**src/rtl/me_pkg.sv**
```systemverilog
// -----------------------------------------------------------------------------
// me_pkg
// Shared definitions for the ME result path: the default SAD width, the
// search-window centre, the motion-vector and block-index widths, and the bit
// offsets of the packed motion-vector record. The ME wrapper and the
// downstream writer both use this package.
//
// Record layout (LSB first):
//   sad    [SAD_BIT_WIDTH-1:0]
//   mv_x   [MV_W-1:0]
//   mv_y   [MV_W-1:0]
//   blk_x  [BLK_W-1:0]
//   blk_y  [BLK_W-1:0]
// -----------------------------------------------------------------------------
package me_pkg;

  localparam int SAD_BIT_WIDTH = 14;
  localparam int MV_OFFSET     = 8;
  localparam int MV_W          = 6;
  localparam int BLK_W         = 8;

  // Field offsets for a record built with the default SAD width.
  localparam int REC_SAD_LSB   = 0;
  localparam int REC_MV_X_LSB  = SAD_BIT_WIDTH;
  localparam int REC_MV_Y_LSB  = REC_MV_X_LSB + MV_W;
  localparam int REC_BLK_X_LSB = REC_MV_Y_LSB + MV_W;
  localparam int REC_BLK_Y_LSB = REC_BLK_X_LSB + BLK_W;
  localparam int REC_W         = REC_BLK_Y_LSB + BLK_W;

  // Signed motion-vector component: zero-extended search index minus the
  // window centre, kept as MV_W-bit two's complement (range -8..+23).
  function automatic logic [MV_W-1:0] mv_from_index(input logic [4:0] idx,
                                                    input int offset);
    logic [MV_W-1:0] ext;
    ext = {1'b0, idx};
    return ext - MV_W'(offset);
  endfunction

endpackage

```
**src/rtl/me_result_fifo.sv**
```systemverilog
// -----------------------------------------------------------------------------
// me_result_fifo
// Parameterized synchronous first-word-fall-through FIFO. The head entry is
// visible on data_o whenever valid_o is high. A push while full is accepted
// only if a pop happens in the same cycle; otherwise it is ignored (the
// caller decides what a drop means). A pop while empty is ignored.
//
// Ports:
//   clk_i    in   clock
//   rst_ni   in   asynchronous active-low reset (empties the FIFO)
//   push_i   in   write data_i this cycle
//   data_i   in   WIDTH-bit entry to write
//   pop_i    in   consume the head entry this cycle
//   data_o   out  head entry (stable until popped)
//   valid_o  out  FIFO holds at least one entry
//   full_o   out  FIFO holds DEPTH entries
// -----------------------------------------------------------------------------
module me_result_fifo #(
  parameter int WIDTH = 42,
  parameter int DEPTH = 4
) (
  input  logic             clk_i,
  input  logic             rst_ni,
  input  logic             push_i,
  input  logic [WIDTH-1:0] data_i,
  input  logic             pop_i,
  output logic [WIDTH-1:0] data_o,
  output logic             valid_o,
  output logic             full_o
);

  localparam int AW = $clog2(DEPTH);
  localparam int CW = AW + 1;

  logic [WIDTH-1:0] mem_q [DEPTH];
  logic [AW-1:0]    wr_ptr_q, wr_ptr_d;
  logic [AW-1:0]    rd_ptr_q, rd_ptr_d;
  logic [CW-1:0]    count_q, count_d;
  logic             valid_q, valid_d;
  logic             full_q, full_d;
  logic             do_push_s;
  logic             do_pop_s;

  // A full FIFO still takes a push when the head leaves in the same cycle.
  assign do_pop_s  = pop_i & valid_q;
  assign do_push_s = push_i & (~full_q | do_pop_s);

  // Next-state pointers, occupancy and registered flags.
  always_comb begin
    wr_ptr_d = wr_ptr_q;
    rd_ptr_d = rd_ptr_q;
    count_d  = count_q;
    if (do_push_s) begin
      wr_ptr_d = wr_ptr_q + AW'(1);
    end else begin
      wr_ptr_d = wr_ptr_q;
    end
    if (do_pop_s) begin
      rd_ptr_d = rd_ptr_q + AW'(1);
    end else begin
      rd_ptr_d = rd_ptr_q;
    end
    case ({do_push_s, do_pop_s})
      2'b10:   count_d = count_q + CW'(1);
      2'b01:   count_d = count_q - CW'(1);
      default: count_d = count_q;
    endcase
    valid_d = (count_d != CW'(0));
    full_d  = (count_d == CW'(DEPTH));
  end

  // Control state registers.
  always_ff @(posedge clk_i or negedge rst_ni) begin
    if (!rst_ni) begin
      wr_ptr_q <= '0;
      rd_ptr_q <= '0;
      count_q  <= '0;
      valid_q  <= 1'b0;
      full_q   <= 1'b0;
    end else begin
      wr_ptr_q <= wr_ptr_d;
      rd_ptr_q <= rd_ptr_d;
      count_q  <= count_d;
      valid_q  <= valid_d;
      full_q   <= full_d;
    end
  end

  // Storage; cleared on reset so the head output reads zero while empty.
  always_ff @(posedge clk_i or negedge rst_ni) begin
    if (!rst_ni) begin
      for (int i = 0; i < DEPTH; i++) begin
        mem_q[i] <= '0;
      end
    end else if (do_push_s) begin
      mem_q[wr_ptr_q] <= data_i;
    end
  end

  assign data_o  = mem_q[rd_ptr_q];
  assign valid_o = valid_q;
  assign full_o  = full_q;

endmodule

```
**src/rtl/me_result_collector.sv**
```systemverilog
// -----------------------------------------------------------------------------
// me_result_collector
// Sink at the output of the ME engine. Each 0->1 transition of data_valid
// captures one result, converts the column/row search indices into a signed
// motion vector, tags it with the block coordinates inside the frame and
// pushes the record into a small FWFT FIFO for a valid/ready writer.
//
// Optional feature: define ME_COLLECT_SADACC_EN to add frame_sad_o, the SAD
// total of the last completed frame (updated together with frame_done_o).
//
// Ports:
//   clk           in   clock
//   rst           in   asynchronous active-low reset
//   frame_start   in   synchronous frame restart (clears position/accumulator)
//   MSAD          in   minimum SAD
//   MSAD_column   in   column index of the minimum
//   MSAD_row      in   row index of the minimum
//   data_valid    in   result-valid level; captured on its rising edge
//   mv_data_o     out  {blk_y, blk_x, mv_y, mv_x, sad}
//   mv_valid_o    out  FIFO head valid
//   mv_ready_i    in   downstream accept
//   frame_done_o  out  one-cycle pulse after the last block of a frame
//   overflow_o    out  sticky: a record was dropped on a full FIFO
//   frame_sad_o   out  (ME_COLLECT_SADACC_EN only) last frame SAD total
// -----------------------------------------------------------------------------
module me_result_collector
  import me_pkg::*;
#(
  parameter int SAD_BIT_WIDTH = me_pkg::SAD_BIT_WIDTH,
  parameter int MV_OFFSET     = me_pkg::MV_OFFSET,
  parameter int BLOCKS_X      = 40,
  parameter int BLOCKS_Y      = 30,
  parameter int FIFO_DEPTH    = 4
) (
  input  logic                        clk,
  input  logic                        rst,
  input  logic                        frame_start,
  input  logic [SAD_BIT_WIDTH-1:0]    MSAD,
  input  logic [4:0]                  MSAD_column,
  input  logic [4:0]                  MSAD_row,
  input  logic                        data_valid,
  output logic [SAD_BIT_WIDTH+27:0]   mv_data_o,
  output logic                        mv_valid_o,
  input  logic                        mv_ready_i,
  output logic                        frame_done_o,
  output logic                        overflow_o
`ifdef ME_COLLECT_SADACC_EN
  ,
  output logic [SAD_BIT_WIDTH+11:0]   frame_sad_o
`endif
);

  localparam int RW = SAD_BIT_WIDTH + 28;

  logic             dv_q;
  logic             cap_s;
  logic [BLK_W-1:0] blk_x_q, blk_x_d;
  logic [BLK_W-1:0] blk_y_q, blk_y_d;
  logic [BLK_W-1:0] tag_x_s, tag_y_s;
  logic             x_last_s, y_last_s;
  logic             frame_done_q, frame_done_d;
  logic             overflow_q, overflow_d;
  logic [MV_W-1:0]  mv_x_s, mv_y_s;
  logic [RW-1:0]    rec_s;
  logic             fifo_valid_s;
  logic             fifo_full_s;
  logic [RW-1:0]    fifo_data_s;

  // dv_q resets high so a level already high after reset is not an edge.
  assign cap_s = data_valid & ~dv_q;

  // A coincident frame_start makes this capture the first block of a frame.
  assign tag_x_s  = frame_start ? '0 : blk_x_q;
  assign tag_y_s  = frame_start ? '0 : blk_y_q;
  assign x_last_s = (tag_x_s == BLK_W'(BLOCKS_X - 1));
  assign y_last_s = (tag_y_s == BLK_W'(BLOCKS_Y - 1));

  assign mv_x_s = mv_from_index(MSAD_column, MV_OFFSET);
  assign mv_y_s = mv_from_index(MSAD_row, MV_OFFSET);
  assign rec_s  = {tag_y_s, tag_x_s, mv_y_s, mv_x_s, MSAD};

  // Block position, frame completion and overflow next state.
  always_comb begin
    blk_x_d      = tag_x_s;
    blk_y_d      = tag_y_s;
    frame_done_d = 1'b0;
    overflow_d   = overflow_q;
    if (cap_s) begin
      if (x_last_s) begin
        blk_x_d = '0;
        if (y_last_s) begin
          blk_y_d      = '0;
          frame_done_d = 1'b1;
        end else begin
          blk_y_d = tag_y_s + BLK_W'(1);
        end
      end else begin
        blk_x_d = tag_x_s + BLK_W'(1);
      end
      // Drop only when full and the head is not leaving this cycle.
      if (fifo_full_s && !(fifo_valid_s && mv_ready_i)) begin
        overflow_d = 1'b1;
      end else begin
        overflow_d = overflow_q;
      end
    end else begin
      blk_x_d = tag_x_s;
    end
  end

  // Edge detector, position counters and status flags.
  always_ff @(posedge clk or negedge rst) begin
    if (!rst) begin
      dv_q         <= 1'b1;
      blk_x_q      <= '0;
      blk_y_q      <= '0;
      frame_done_q <= 1'b0;
      overflow_q   <= 1'b0;
    end else begin
      dv_q         <= data_valid;
      blk_x_q      <= blk_x_d;
      blk_y_q      <= blk_y_d;
      frame_done_q <= frame_done_d;
      overflow_q   <= overflow_d;
    end
  end

  me_result_fifo #(
    .WIDTH (RW),
    .DEPTH (FIFO_DEPTH)
  ) u_fifo (
    .clk_i   (clk),
    .rst_ni  (rst),
    .push_i  (cap_s),
    .data_i  (rec_s),
    .pop_i   (mv_ready_i),
    .data_o  (fifo_data_s),
    .valid_o (fifo_valid_s),
    .full_o  (fifo_full_s)
  );

  assign mv_data_o    = fifo_data_s;
  assign mv_valid_o   = fifo_valid_s;
  assign frame_done_o = frame_done_q;
  assign overflow_o   = overflow_q;

`ifdef ME_COLLECT_SADACC_EN
  localparam int AW = SAD_BIT_WIDTH + 12;

  logic [AW-1:0] acc_q, acc_d;
  logic [AW-1:0] acc_base_s;
  logic [AW-1:0] acc_sum_s;
  logic [AW-1:0] frame_sad_q, frame_sad_d;

  assign acc_base_s = frame_start ? '0 : acc_q;
  assign acc_sum_s  = acc_base_s + {{12{1'b0}}, MSAD};

  // Running SAD sum; the completed total is latched with frame_done.
  always_comb begin
    acc_d       = acc_base_s;
    frame_sad_d = frame_start ? '0 : frame_sad_q;
    if (cap_s) begin
      if (x_last_s && y_last_s) begin
        frame_sad_d = acc_sum_s;
        acc_d       = '0;
      end else begin
        acc_d = acc_sum_s;
      end
    end else begin
      acc_d = acc_base_s;
    end
  end

  // Accumulator and latched frame total.
  always_ff @(posedge clk or negedge rst) begin
    if (!rst) begin
      acc_q       <= '0;
      frame_sad_q <= '0;
    end else begin
      acc_q       <= acc_d;
      frame_sad_q <= frame_sad_d;
    end
  end

  assign frame_sad_o = frame_sad_q;
`endif

endmodule

```
**config.mk**
```make
export PLATFORM = sky130hd
export DESIGN_NAME = me_result_collector
export DESIGN_NICKNAME = d
export VERILOG_FILES = /design/src/rtl/me_pkg.sv /design/src/rtl/me_result_fifo.sv /design/src/rtl/me_result_collector.sv
export SDC_FILE = /design/constraint.sdc
export NUM_CORES = 1
export LEC_CHECK = 0
export BUFFER_PORTS_ARGS = -buffer_cell sky130_fd_sc_hd__clkbuf_2
export CORE_UTILIZATION = 40
export CTS_CLUSTER_DIAMETER = 120
export DETAILED_ROUTE_END_ITERATION = 8
export SYNTH_ARGS = -nofsm -noshare
export SYNTH_HDL_FRONTEND = slang
export SYNTH_SLANG_ARGS = --single-unit
```
**constraint.sdc**
```tcl
create_clock -name clk -period 1.9 [get_ports clk]
set_input_delay 0.38 -clock clk [delete_from_list [all_inputs] [get_ports clk]]
set_output_delay 0.38 -clock clk [all_outputs]
set_load 0.005 [all_outputs]
```
### Word level (Yosys, flattened, before mapping)

Index checks and enable logic that the tools add are counted.

| cells by class | value |
|---|---|
| mux-type cells | 17 |
| $lt $le $gt $ge | 3 |
| $add $sub $neg | 8 |
| bitwise logic cells | 8 |
| reductions and logical operators | 6 |
| equal/unequal tests | 5 |

Operators with widths:

| operator | count |
|---|---|
| $bwmux 168 | 1 |
| $mux 42 | 3 |
| $bmux 42 s2 | 1 |
| $demux 42 s2 | 1 |
| $mux 8 | 7 |
| $add 8x1->8 const B | 2 |
| $sub 5x4->6 const B | 2 |
| $eq 8x5->1 const B | 1 |
| $eq 8x6->1 const B | 1 |
| $ge 3x3->1 const B | 2 |
| $not 2->3 | 2 |
| $pmux 3 s2 | 1 |
| $add 2x1->2 const B | 2 |
| $add 3x1->3 const B | 1 |
| $and 1x1->1 | 3 |
| $eq 3x3->1 const B | 1 |
| $logic_and 1x1->1 | 3 |
| $lt 3x1->1 const B | 1 |
| $mux 1 | 3 |
| $reduce_bool 3->1 | 1 |
| $sub 3x1->3 const B | 1 |
| $eq 2x1->1 const B | 1 |
| $eq 2x2->1 const B | 1 |
| $not 1->1 | 2 |
| other kinds (3) | 3 |

| word-level totals | value |
|---|---|
| bits in registers | 196 |
| input port bits | 29 |

### Longest topological paths before layout

Gate-level depths: netlist (run 1).

| logic depth | value |
|---|---|
| depth in word-level cells | 6 |
| depth in mapped cells | 10 |
| depth with buffers taken out | 9 |

### By module

A second synthesis (run 1) with hierarchy kept.

| unflattened totals | value |
|---|---|
| cells, all modules | 563 |
| area total of the unflattened synthesis | 8926.1 um^2 |

By module, submodules not included:

| module | seq. area each (um^2) | times used | cells each | area each (um^2) |
|---|---|---|---|---|
| me_result_fifo | 4429.2 | 1 | 449 | 7825.0 |
| me_result_collector | 476.7 | 1 | 114 | 1101.1 |

### Worst setup path after synthesis (run 1)

OpenSTA, ideal clock, no wires.

| path | value |
|---|---|
| kind | register to register |
| start point | reg u_fifo.full_q, in the netlist u_fifo.full_o |
| end point | reg u_fifo.valid_q, in the netlist u_fifo.valid_o |
| period minus slack after synthesis | 2.079 ns |
| setup time | 0.129 ns |
| arrival time | 1.950 ns |
| path slack | -0.179 ns |
| cell stages (with the launch flop) | 11 |
| data required time | 1.771 ns |
| buffers on the path | 1 |
| path through | dfrtp_1 a21bo_2 clkbuf_1 and2_1 inv_1 ha_1 fa_1 xnor2_1 nor2_1 xnor2_1 nand2_1 |

| on the way | value |
|---|---|
| cells in the longest elaborated chain, start to end | 6 |
| elaborated cells on any way between the ends | 7 |
| those cells by class | eq/ne (2); mux (1); bitwise (3); reduce/logical (1) |

RTL lines:

| what | line | text |
|---|---|---|
| start: declaration | me_result_fifo.sv:40 | `logic full_q, full_d;` |
| start signal: assignment | me_result_fifo.sv:85 | `full_q <= full_d;` |
| $not 1->1 (*) | me_result_fifo.sv:46 | `assign do_push_s = push_i & (~full_q \| do_pop_s);` |
| $or 1x1->1 (*) | me_result_fifo.sv:46 |  |
| $and 1x1->1 (*) | me_result_fifo.sv:46 |  |
| $eq 2x1->1 / $eq 2x2->1 (equally long branches) | me_result_fifo.sv:63 | `case ({do_push_s, do_pop_s})` |
| $pmux 3 s2 (*) | me_result_fifo.sv:63 |  |
| $reduce_bool 3->1 (*) | me_result_fifo.sv:68 | `valid_d = (count_d != CW'(0));` |
| net u_fifo.valid_d | me_result_fifo.sv:39 | `logic valid_q, valid_d;` |
| end signal: assignment | me_result_fifo.sv:84 | `valid_q <= valid_d;` |
| end: declaration | me_result_fifo.sv:39 |  |

The timed path passes the listed nets; every way through them passes the cells marked *.
A chain may end at the register's enable or synchronous reset.

### Worst setup path after layout (run 1)

| path | value |
|---|---|
| start point | reg u_fifo.rd_ptr_q[0] |
| end point | out mv_data_o[40] |

| on the way | value |
|---|---|
| cells in the longest elaborated chain, start to end | 4 |

RTL lines:

| what | line | text |
|---|---|---|
| start: declaration | me_result_fifo.sv:37 | `logic [AW-1:0] rd_ptr_q, rd_ptr_d;` |
| start signal: assignment | me_result_fifo.sv:82 | `rd_ptr_q <= rd_ptr_d;` |
| $not 2->3 (implied by the code) | me_result_fifo.sv:100 | `assign data_o = mem_q[rd_ptr_q];` |
| $bmux 42 s2 | me_result_fifo.sv:100 |  |
| $mux 42 (implied by the code) (2 in a row) | me_result_fifo.sv:100 |  |
| end: declaration | me_result_collector.sv:42 | `output logic [SAD_BIT_WIDTH+27:0] mv_data_o,` |

Every way passes these cells. The select of a mux whose other input is x is not followed.

==> reports/qor.yml, run 1 <==
start_util: 0.410
fin_crit_sh: 1.16
maxSlewHeadroom: 0.695
firstDrtPassIters: 4
cp_max_fo: 15
critPathKind: "reg2out"
synth-main-ff-cell: "dfrtp_1"
vdd_drop_max_mv: 0.675
synth_top_family_by_area: "multiplexers"
wire_per_inst_um: 18.9
port_buffers: 73
p_clk_frac: 0.247
cap_violations: 0
reg2reg_from: "u_fifo.full_o"
synthSimpleGateAreaFrac: 0.0616
die-area_um2: 22300
violations: "setup timing"
final_core_util: 0.496
p_comb_frac: 0.336
clk_pin_slew_ps: 70
avgViaCountPerCell: 5.27
powerDensity_nw_per_um2: 1390
dpl_cell_area_um2: 9750
grt_pass1_vias: 5869
antenna_left: 0
final_hold_viol_count: 0
grt_pass1_wl_um: 30700
grt_usage: 0.182
leakagePower_nw: 4.82
min_from: "data_valid"
drive_above_1_share: 0.489
cts_max_path_buffers: 2
status: "finished with violations"
syn_area_um2: 8670
drc: 0
fin_crit_ps: 2200
worst_pin_slew_ps: 456
row_count: 53
gp_congestion: 0.899
grt_overflow: 0
synthAdderAreaFrac: 0.0167
start_kind: "register"
worst_clock_skew_ps: 14.4
switching_share: 0.300
cts.sinks: 196
postSynthCellCount: 608
diodes: 0
n_fill_cell: 1794
drtIter0Drc: 205
fin_nets: 755
cts_tree: "built"
hold_class: "in2reg"
worst-endpoint-arrival_ps: 1820
post_synth_xor_area_fraction: 0.0101
root_buffer: "clkbuf_16"
mostFrequentLayoutCells: "dfrtp_1 (193), mux2_2 (132), clkbuf_2 (71)"
synth_compound_area_frac: 0.0348
worstPathRequired_ps: 1520
final_common_cell: "dfrtp_1"
cts_made_buffers: 17
clk_latency_ps: 440
slew_violations: 0
setup_viol: 45
avgSynthCellArea_um2: 14.3
ys_types: 35
htreeDepth: 4
seq_area_frac_synth: 0.566
fmax_mhz: 455
rsz0062_at_grt: "yes"
wl_um: 18900
final_area_um2: 10500
end_kind: "output pin"
p_int_w: 0.0102
yosys_warnings: 0
pwr-share-seq: 0.417
power_switching_w: 0.00438
synthMuxAreaShare: 0.285
antenna_found_initial: 0
area_growth_pct: 20.9
synth_edf_count: 0
grt_max_degree: 52
pin_count: 74
synth_seq_cells: 196
crit_start: "u_fifo.rd_ptr_q[0]"
core_um2: 21200
die_h_um: 149
async_reset_ff_frac: 1.00
dp_hpwl_um: 12700
vias: 5288
setup_slack_ps: -297
die_width_um: 149
synth_nets: 648
## layer usage
layer  routed length, µm  share of wire  vias to the layer above  track usage
li1                    -              -                     2396            -
met1                8290           0.44                     2762        0.226
met2                9630           0.51                      104        0.313
met3                 622          0.033                       26       0.0349
met4                 383          0.020                        0       0.0699
met5                   0              0                        -            0
## sequential cells by signal, indices dropped and copies added, names as in the netlist
signal and flops:
u_fifo.count_q 3, u_fifo.full_o 1, u_fifo.mem_q 168, u_fifo.wr_ptr_q 2, blk_x_q 8, blk_y_q 8, overflow_o 1, u_fifo.rd_ptr_q 2
u_fifo.valid_o 1, dv_q 1, frame_done_o 1
## worst paths after layout
kind	endpoint	slack, ps	depth (start not counted)
setup reg to reg	u_fifo.full_o	-10	7
max in group asynchronous	u_fifo.full_o	690	3
hold reg to reg	u_fifo.mem_q[24]	470	2
hold / removal	dv_q	90	1
setup / recovery	mv_data_o[40]	-300	3
min in group asynchronous	u_fifo.mem_q[129]	440	2
## metrics by stage
step | hold slack (ps) | std cells | total power [W] | setup TNS [ps] | worst slack [ps]
6_report | 85.6 | 1003 | 0.0146 | -10650 | -297
5_1_grt | 75.4 | 1003 | 0.0154 | -13650 | -360
4_1_cts | 68.1 | 999 | 0.0148 | -11910 | -328
3_5_place_dp | 364 | 963 | 0.0110 | -1340 | -217
3_3_place_gp | 356 | 963 | 0.0107 | -742 | -189
2_1_floorplan | 84.4 | 608 | 0.00905 | -253 | -117
## layout make-up
class                           count  area, µm²  area share
Sequential cell                   196       4910       0.468
Tap cell                          275        344      0.0328
Inverter                           14       52.6     0.00501
Multi-Input combinational cell    360       3630       0.347
Timing Repair Buffer              126        945      0.0901
Clock inverter                     14        159      0.0152
Clock buffer                       18        439      0.0419
## kinds of logic after synthesis
kind of cell	after synthesis
compound gates	56
xor+xnor	10
fa+ha+maj	11
buf+inv	52
flops	196
mux	178
simple gates	105
## cell usage after synthesis (2+ instances only)
| master | count | area (µm²) |
|---|---|---|
| dfrtp_1 | 195 | 4880 |
| mux2_2 | 133 | 1500 |
| nand2_1 | 51 | 191 |
| o21ai_0 | 43 | 215 |
| mux4_2 | 42 | 946 |
| buf_2 | 23 | 115 |
| clkbuf_1 | 15 | 56.3 |
| inv_1 | 14 | 52.6 |
| nor2b_1 | 13 | 81.3 |
| ha_1 | 10 | 125 |
| xnor2_1 | 10 | 87.6 |
| nand3_1 | 8 | 40.0 |
| nor2_1 | 7 | 26.3 |
| a21oi_1 | 6 | 30.0 |
| nand2b_1 | 6 | 37.5 |
| nor3_1 | 4 | 20.0 |
| mux2i_1 | 3 | 30.0 |
| nor4_1 | 3 | 18.8 |
| a21o_1 | 2 | 15.0 |
| and2_1 | 2 | 12.5 |
| nand4_1 | 2 | 12.5 |
| or3_1 | 2 | 12.5 |
| or4_1 | 2 | 15.0 |
## critical path: stages (launching register included)
cell and delay, ps:
dfrtp_4 470, buf_12 200, mux4_2 570, clkbuf_2 140
## power by group through the flow
stage	clock network [W]	registers [W]	logic, W
floorplan	0	0.00586	0.00319
global placement	0	0.00599	0.00466
detailed placement	0	0.00615	0.00482
CTS	0.00369	0.00607	0.00498
global route	0.00385	0.00623	0.00536
finish	0.00360	0.00608	0.00491
## repair_timing
item | CTS | global route
setup endpoints to repair | 45 | 53
setup buffers | 2 | 4
gates resized for setup | 3 | 7
gates cloned | 1 | 0
pin swaps | 7 | 4
hold buffers | 1 | 0
endpoints found under the hold margin | 42 | 0
Note: power is estimated with default switching activity, not from simulation.
==> inputs of run 2 (changes only) <==
--- a/config.mk
+++ b/config.mk
@@ -9,6 +9,7 @@
 export CORE_UTILIZATION = 40
 export CTS_CLUSTER_DIAMETER = 120
 export DETAILED_ROUTE_END_ITERATION = 8
+export SKIP_CTS_REPAIR_TIMING = 1
 export SYNTH_ARGS = -nofsm -noshare
 export SYNTH_HDL_FRONTEND = slang
 export SYNTH_SLANG_ARGS = --single-unit
==> reports/qor.yml, run 2 (synthesis gave the netlist of run 1 again) <==
slew_violations: 0  # unchanged
setup_slack_ps: -297  # about the same
grt_overflow: 0  # unchanged
grt_max_degree: 52  # unchanged
dp_worst_setup_slack_ps: -217  # unchanged
die-area_um2: 22300  # unchanged
drtIter0Drc: 194  # was 205
dp_hpwl_um: 12700  # unchanged
worst-endpoint-arrival_ps: 1820  # about the same
row_count: 53  # unchanged
fin_nets: 752  # was 755
grt_pass1_wl_um: 30600  # was 30700 µm
vdd_drop_max_mv: 0.678  # was 0.675 mV
rsz0062_at_grt: "yes"  # unchanged
end_kind: "output pin"  # unchanged
die_h_um: 149  # unchanged
pin_count: 74  # unchanged
cp_cell_sequence: "buf_12, mux4_2, clkbuf_2"  # unchanged
diodes: 0  # unchanged
worst_clock_skew_ps: 13.4  # was 14.4 ps
wl_um: 18900  # about the same
power_switching_w: 0.00435  # was 0.00438 W
largest_reg_flops: 168  # unchanged
grt_usage: 0.181  # was 0.182
pwr-share-seq: 0.421  # was 0.417
firstDrtPassIters: 4  # unchanged
violations: "setup timing"  # unchanged
worstPathRequired_ps: 1520  # about the same
fmax_mhz: 455  # about the same
antenna_left: 0  # unchanged
start_kind: "register"  # unchanged
start_util: 0.410  # unchanged
p_comb_frac: 0.330  # was 0.336
cp_max_fo: 15  # unchanged
htreeDepth: 4  # unchanged
antenna_found_initial: 0  # unchanged
final_area_um2: 10400  # was 10500 µm²
crit_family: "multiplexers"  # unchanged
core_um2: 21200  # unchanged
p_int_w: 0.0101  # was 0.0102 W
leakagePower_nw: 4.79  # was 4.82 nW
cap_violations: 0  # unchanged
die_width_um: 149  # unchanged
top_register: "u_fifo.mem_q"  # unchanged
area_growth_pct: 20.2  # was 20.9%
worst_pin_slew_ps: 468  # was 456 ps
status: "finished with violations"  # unchanged
powerDensity_nw_per_um2: 1390  # about the same
switching_share: 0.301  # was 0.300
final_hold_viol_count: 0  # unchanged
root_buffer: "clkbuf_16"  # unchanged
clk_pin_slew_ps: 70  # about the same
vias: 5311  # was 5288
wire_per_inst_um: 18.9  # about the same
clk_latency_ps: 440  # about the same
cts_made_buffers: 17  # unchanged
fin_crit_sh: 1.16  # about the same
drc: 0  # unchanged
n_fill_cell: 1806  # was 1794
dpl_cell_area_um2: 9750  # unchanged
mostFrequentLayoutCells: "dfrtp_1 (193), mux2_2 (132), clkbuf_2 (71)"  # unchanged
final_common_cell: "dfrtp_1"  # unchanged
fin_tns_setup_ps: -10200  # was -10650 ps
gp_congestion: 0.899  # unchanged
cts.sinks: 196  # unchanged
grt_pass1_vias: 5851  # was 5869
reg_top3: "u_fifo.mem_q x168, blk_x_q x8, blk_y_q x8"  # unchanged
hold_class: "in2reg"  # unchanged
critPathKind: "reg2out"  # unchanged
cts_tree: "built"  # unchanged
crit_slowest_cell: "mux4_2"  # unchanged
port_buffers: 73  # unchanged
fin_crit_ps: 2200  # about the same
max_stage_delay_ps: 570  # about the same
p_clk_frac: 0.249  # was 0.247
maxSlewHeadroom: 0.687  # was 0.695
final_core_util: 0.493  # was 0.496
reg2reg_setup_slack_ps: -90  # was -10 ps
drive_above_1_share: 0.486  # was 0.489
setup_viol: 45  # unchanged
cts_max_path_buffers: 2  # unchanged
critical_path_buf_inv_count: 2  # unchanged
avgViaCountPerCell: 5.31  # was 5.27
run 2: path summary, 6_finish.rpt:
path / start / to / depth (start not counted)
setup / recovery: u_fifo.rd_ptr_q[0] / mv_data_o[40] / 3
hold / removal: data_valid / dv_q / 1
setup reg to reg: u_fifo.full_o / u_fifo.count_q[2] / 9
hold reg to reg: u_fifo.mem_q[24] / u_fifo.mem_q[24] / 2
max in group asynchronous: rst / u_fifo.mem_q[153] / 3
min in group asynchronous: rst / u_fifo.mem_q[129] / 2
run 2: layout make-up:
cell class,count,area (µm²),share of cell area
multi-input cells,360,3630,0.348
flip-flops and latches,196,4910,0.471
repair buffers,123,890,0.0853
clock buffers,18,439,0.0421
clock inverters,14,159,0.0152
well taps,275,344,0.0330
inverters,14,52.6,0.00504
run 2: routing by layer:
layer  vias to the layer above  part of all wire  global-route usage
li1                       2393                 -                   -
met1                      2769              0.43               0.226
met2                       124              0.51               0.310
met3                        25             0.034              0.0346
met4                         0             0.019              0.0689
met5                         -                 0                   0
run 2: worst register-to-register path, stage by stage (launching register included):
cell and delay, ps:
dfrtp_1 380, a21bo_2 210, and2_4 140, inv_2 40, ha_4 150, fa_2 360, xnor2_2 150, nor2_1 80
xnor2_1 270, inv_1 90
run 2: power groups by stage:
stage | sequential, W | clock, W | combinational [W]
after CTS | 0.00607 | 0.00369 | 0.00484
after floorplan | 0.00586 | 0 | 0.00319
after detailed placement | 0.00615 | 0 | 0.00482
after global placement | 0.00599 | 0 | 0.00466
after global routing | 0.00623 | 0.00385 | 0.00522
final | 0.00608 | 0.00360 | 0.00477
run 2: metrics by stage:
stage               power (W)  hold WS, ps  cells
finish                 0.0145         83.2   1000
global route           0.0153         75.4   1000
CTS                    0.0146         -103    995
detailed placement     0.0110          364    963
global placement       0.0107          356    963
floorplan             0.00905         84.4    608
